`config.mk`:
```
export PLATFORM = sky130hd
export DESIGN_NAME = tdc_readout_arb
export DESIGN_NICKNAME = d
export VERILOG_FILES = /design/src/rtl/tdc_readout_arb.sv
export SDC_FILE = /design/constraint.sdc
export NUM_CORES = 1
export LEC_CHECK = 0
export CORE_MARGIN = 1
export CORE_UTILIZATION = 35
export DETAILED_ROUTE_END_ITERATION = 8
export PLACE_DENSITY = 0.64
export RECOVER_POWER = 100
export SLEW_MARGIN = 20
export SYNTH_ARGS = -nofsm -noshare
export SYNTH_HDL_FRONTEND = slang
export SYNTH_SLANG_ARGS = --single-unit
```
`constraint.sdc`:
```
create_clock -name clk -period 2.9 [get_ports clk]
set_input_delay 0.435 -clock clk [delete_from_list [all_inputs] [get_ports clk]]
set_output_delay 0.435 -clock clk [all_outputs]
set_load 0.1 [all_outputs]
```
`src/rtl/tdc_readout_arb.sv`:
```
// -----------------------------------------------------------------------------
// tdc_readout_arb
//
// Collects finished measurements from NCH TDC channels and serialises them
// onto a single valid/ready output stream.
//
// Each channel has a one-entry holding register and a pending bit. A capture
// is accepted only if the word carries the 4'b0101 marker in its low nibble.
// Bad-marker words are counted in err_cnt. A good word that arrives while the
// slot is still occupied sets the sticky ovf flag and is discarded. A
// two-state FSM grants pending channels round-robin. Each grant holds the
// output until the downstream side accepts it.
//
// Ports
//   clk        : rising-edge clock
//   reset      : asynchronous, active-low reset
//   ch_valid   : [NCH]     one-cycle capture pulse per channel
//   ch_data    : [40*NCH]  measurement words, channel k at [40k+39:40k]
//   cfg_en     : [NCH]     per-channel enable; disabled channels lose pending
//   cfg_clr    : clears ovf and err_cnt (wins over a same-edge set/increment)
//   out_ready  : downstream ready
//   out_valid  : output word valid
//   out_data   : [40+CW]   {channel id, stored 40-bit word}
//   ovf        : [NCH]     sticky per-channel overflow flags
//   err_cnt    : [8]       saturating bad-marker counter
//   word_cnt   : [16]      wrapping count of delivered words
// -----------------------------------------------------------------------------
module tdc_readout_arb #(
  parameter int NCH = 4,
  parameter int CW  = 2
) (
  input  logic              clk,
  input  logic              reset,
  input  logic [NCH-1:0]    ch_valid,
  input  logic [40*NCH-1:0] ch_data,
  input  logic [NCH-1:0]    cfg_en,
  input  logic              cfg_clr,
  input  logic              out_ready,
  output logic              out_valid,
  output logic [40+CW-1:0]  out_data,
  output logic [NCH-1:0]    ovf,
  output logic [7:0]        err_cnt,
  output logic [15:0]       word_cnt
);

  localparam logic [0:0] S_IDLE = 1'b0;
  localparam logic [0:0] S_SEND = 1'b1;
  localparam logic [3:0] MARKER = 4'b0101;

  logic [0:0]     state;
  logic [NCH-1:0] pending;
  logic [39:0]    hold [NCH];
  logic [CW-1:0]  last_ptr;

  // Arbitration results for the current edge.
  logic           grant_vld;
  logic [CW-1:0]  grant_idx;
  logic [NCH-1:0] req;
  int             cand;

  // Per-channel capture decode.
  logic [NCH-1:0] store;
  logic [NCH-1:0] ovf_set;
  logic [NCH-1:0] pending_nxt;
  logic [3:0]     bad_cnt;
  logic [8:0]     err_sum;
  logic [7:0]     err_nxt;

  // Round-robin search: start one past the last grant and wrap to 0.
  // Disabled channels are masked so a word is never delivered from a
  // channel that is being switched off on this edge.
  always_comb begin
    // NOTE: every combinational output gets a default first, so no path
    // leaves it unassigned and no latch is inferred.
    grant_vld = 1'b0;
    grant_idx = '0;
    cand      = 0;
    req       = pending & cfg_en;
    if (state == S_IDLE) begin
      for (int i = 1; i <= NCH; i++) begin
        cand = (int'(last_ptr) + i) % NCH;
        if (!grant_vld && req[cand]) begin
          grant_vld = 1'b1;
          grant_idx = CW'(cand);
        end
      end
    end
  end

  // Capture classification. A good word is stored when the slot is free
  // or is being emptied by a grant on this same edge; otherwise it
  // overflows. Bad-marker words never touch the slot.
  always_comb begin
    store       = '0;
    ovf_set     = '0;
    pending_nxt = pending;
    bad_cnt     = '0;
    for (int k = 0; k < NCH; k++) begin
      logic cap;
      logic good;
      logic granted;
      cap     = ch_valid[k] && cfg_en[k];
      good    = cap && (ch_data[40*k +: 4] == MARKER);
      granted = grant_vld && (grant_idx == CW'(k));
      if (cap && !good) begin
        bad_cnt = bad_cnt + 4'd1;
      end
      store[k]   = good && (!pending[k] || granted);
      ovf_set[k] = good && pending[k] && !granted;
      if (!cfg_en[k]) begin
        pending_nxt[k] = 1'b0;
      end else if (store[k]) begin
        pending_nxt[k] = 1'b1;
      end else if (granted) begin
        pending_nxt[k] = 1'b0;
      end
    end
    err_sum = {1'b0, err_cnt} + 9'(bad_cnt);
    if (cfg_clr) begin
      err_nxt = 8'd0;
    end else if (err_sum > 9'd255) begin
      err_nxt = 8'hFF;
    end else begin
      err_nxt = err_sum[7:0];
    end
  end

  // Holding registers and status flags.
  always_ff @(posedge clk or negedge reset) begin
    if (!reset) begin
      // NOTE: the holding array is small and must read as zero after
      // reset, so it sits in the reset branch like ordinary flops.
      for (int k = 0; k < NCH; k++) begin
        hold[k] <= '0;
      end
      pending <= '0;
      ovf     <= '0;
      err_cnt <= '0;
    end else begin
      // NOTE: sequential state uses non-blocking assignments so every
      // register samples the pre-edge values computed above.
      for (int k = 0; k < NCH; k++) begin
        if (store[k]) begin
          hold[k] <= ch_data[40*k +: 40];
        end
      end
      pending <= pending_nxt;
      ovf     <= cfg_clr ? '0 : (ovf | ovf_set);
      err_cnt <= err_nxt;
    end
  end

  // Output FSM. out_data is loaded only on a grant, so it is stable for
  // the whole SEND phase regardless of out_ready.
  always_ff @(posedge clk or negedge reset) begin
    if (!reset) begin
      state     <= S_IDLE;
      out_valid <= 1'b0;
      out_data  <= '0;
      word_cnt  <= '0;
      last_ptr  <= CW'(NCH - 1);
    end else begin
      case (state)
        S_IDLE: begin
          if (grant_vld) begin
            out_valid <= 1'b1;
            out_data  <= {grant_idx, hold[grant_idx]};
            last_ptr  <= grant_idx;
            state     <= S_SEND;
          end
        end
        S_SEND: begin
          if (out_ready) begin
            out_valid <= 1'b0;
            word_cnt  <= word_cnt + 16'd1;
            state     <= S_IDLE;
          end
        end
        default: begin
          state     <= S_IDLE;
          out_valid <= 1'b0;
        end
      endcase
    end
  end

endmodule

```
==> run metrics <==
full die area 30300 um^2; top cell type's share of synthesized area 0.570; Area contributors post-synth dfrtp_1 (57%), mux2_2 (16%), mux2i_1 (5.9%); RSZ-0062 raised after global routing no; fmax 0.365 GHz; Netlist cell types 56; final core occ 0.495; global-route wire length before repair 43500 um; GPL Wtd Cong 0.871; syn_area_per_cell 13.1 um^2; root buf cell clkbuf_16; drt drc 0; synth-to-layout area growth 38.2%; setup TNS 0 ps; CP max FO 7; fraction of layout cells with a size suffix above 1 0.258; DP Worst Slack -735 ps; Most used DFF post-synth dfrtp_1; top-count cell post-synth dfrtp_1; Placed Area 13600 um^2; Clock Latency Late Sink 520 ps; WP data required 3280 ps; largest net degree at the start of global routing 95; Routed Antenna Nets 0; Final Power 12.6 mW; Power Density 882 nW/um^2; CTS buffer count 27; gr ovfl total 0; CTS tree done; final setup violation count 0; Hold Crit Class input pin to flip-flop; Detailed Route WL 27100 um; ys async rst share 1.00; CP Data Arrival Time 3120 ps; H-tree depth 1; Clock Tree Buf Depth 3; Port Buffers 242; Setup CP Type input pin to flip-flop; Cells after Synth 789; CORE AREA 28900 um^2; DR WL/cell 18.2 um; worst slew pin tran 1350 ps; status finished clean; clock slew at reported path FFs 60 ps; HPWL Detailed 18600 um; TritonRoute pass-1 iters 4; Post-synth EDFFs 0; die height 174 um; max_cap viols 0; Synthesized Nets 970; Setup WS post-layout 157 ps; clk sink count 238; top post-synthesis cells by count dfrtp_1 (236), mux2_2 (145), nand2_1 (65); Worst VDD drop 0.552 mV; routed vias/inst 4.96; Worst Setup End Kind flip-flop; post-synthesis sequential element count 238; Leak 6.47 nW; max-slew violation count 0; min Tclk post-route 2740 ps; Critical Path Source Type input pin; cell taking the most area after synthesis dfrtp_1; Slew HR 0.0987; Final Cell Area 14300 um^2; Post-Route Skew 10.7 ps; sequential fraction of the synthesis area 0.575; Initial Utilization 0.358; nets 1264; gr usage total 0.181; Ports 243; Initial DRC Count 293; Die X 174 um; Final period util 0.946; vias in the first global route 7865; vias 7381; num rows 62; antenna violations before repair 2; Ys Warns 0; Hold Violations, Final 0; Mapped Area 10400 um^2
flip-flops by register name, indices dropped and copies added, names as in the netlist:
name	count
out_data	42
out_valid	1
last_ptr	2
word_cnt	16
pending	4
ovf	4
err_cnt	8
hold	160
state	1
stage by stage:
stage                     cells  hold WS (ps)
after floorplan             789           139
after global placement     1432           442
after detailed placement   1432           446
after CTS                  1483           461
after global routing       1487           409
final                      1488           376
worst max-delay path: stages:
cell and delay (ps):
dlygate4sd3_1 680, clkbuf_4 190, nand2_1 40, nor2_1 280, mux2_4 360, ha_4 240
a21o_1 190, a21oi_2 140, nor2b_1 70, o2111ai_1 220, mux2i_1 220, nor2_1 50
cell families after synthesis:
| logic type | synth area share |
|---|---|
| xor gates and xnor gates | 0.0186 |
| and+or+nand+nor | 0.0747 |
| muxes | 0.219 |
| adders and majority gates | 0.0116 |
| buffers and inverters | 0.0221 |
| AOI/OAI and AO/OA | 0.0791 |
| other | 0.000362 |
| DFF | 0.575 |
final timing paths:
kind                                         from                endpoint  slack (ps)  depth (start not counted)
max in group asynchronous                   reset    hold[50]$_DFFE_PN0P_         610                          3
setup / recovery                        cfg_en[3]    err_cnt[7]$_DFF_PN0_         160                         12
hold reg to reg              hold[42]$_DFFE_PN0P_    hold[42]$_DFFE_PN0P_         460                          1
hold / removal                          cfg_en[1]  pending[1]$_DFFE_PN0P_         380                          3
setup reg to reg           pending[1]$_DFFE_PN0P_    hold[63]$_DFFE_PN0P_         250                          8
min in group asynchronous                   reset    err_cnt[1]$_DFF_PN0_         770                          2
area by class of cell:
class	count	area (um^2)
flip-flops and latches	238	5960
diodes	1	2.50
clock buffers	40	774
multi-input cells	502	4370
clock inverters	9	75.1
repair buffers	308	2640
fillers	2614	14600
well taps	384	480
inverters	6	22.5
layer usage:
layer | global-route usage | wire length (um) | up-vias
met4 | 0.0468 | 673 | 2
met2 | 0.292 | 12600 | 189
met5 | 0 | 17 | -
met1 | 0.240 | 11800 | 3698
met3 | 0.0507 | 1980 | 44
li1 | - | - | 3448
power by group:
group	leakage (nW)	total, mW	switching, mW	internal [mW]
combinational	2.99	4.85	3.55	1.30
clock	0.416	3.24	1.31	1.93
sequential	3.06	4.55	0.456	4.09
total	6.47	12.6	5.32	7.32
layout by cell type (no fill, tap or decap), types with 4 or more instances in the layout:
master           count
xnor2_1             13
mux2i_1             61
clkbuf_1            86
nand3_1              7
and2_0               6
ha_1                 5
nor2_1              16
dlymetal6s2s_1      14
or2_2               10
inv_1                5
nand4_1              4
buf_12              13
a21o_1               4
and3_1               4
dfrtp_1            236
buf_4               36
mux2_2             144
a211oi_1            20
clkdlybuf4s50_1    153
clkbuf_16           27
clkbuf_8             5
o221ai_1            29
clkinv_2             6
clkbuf_4             7
and2_1              16
a21oi_1             11
xor2_1               8
nand2_1             64
o31ai_1             12
nor2b_1              9
repair_timing:
action                                  in CTS  in global routing
gates resized for setup                     11                 20
endpoints found under the setup margin       8                  8
hold endpoints to repair                    67                  0
setup buffers                                1                  4
hold buffers                                 1                  0
pin swaps                                    7                 13
Power figures use the tool's default switching activity.
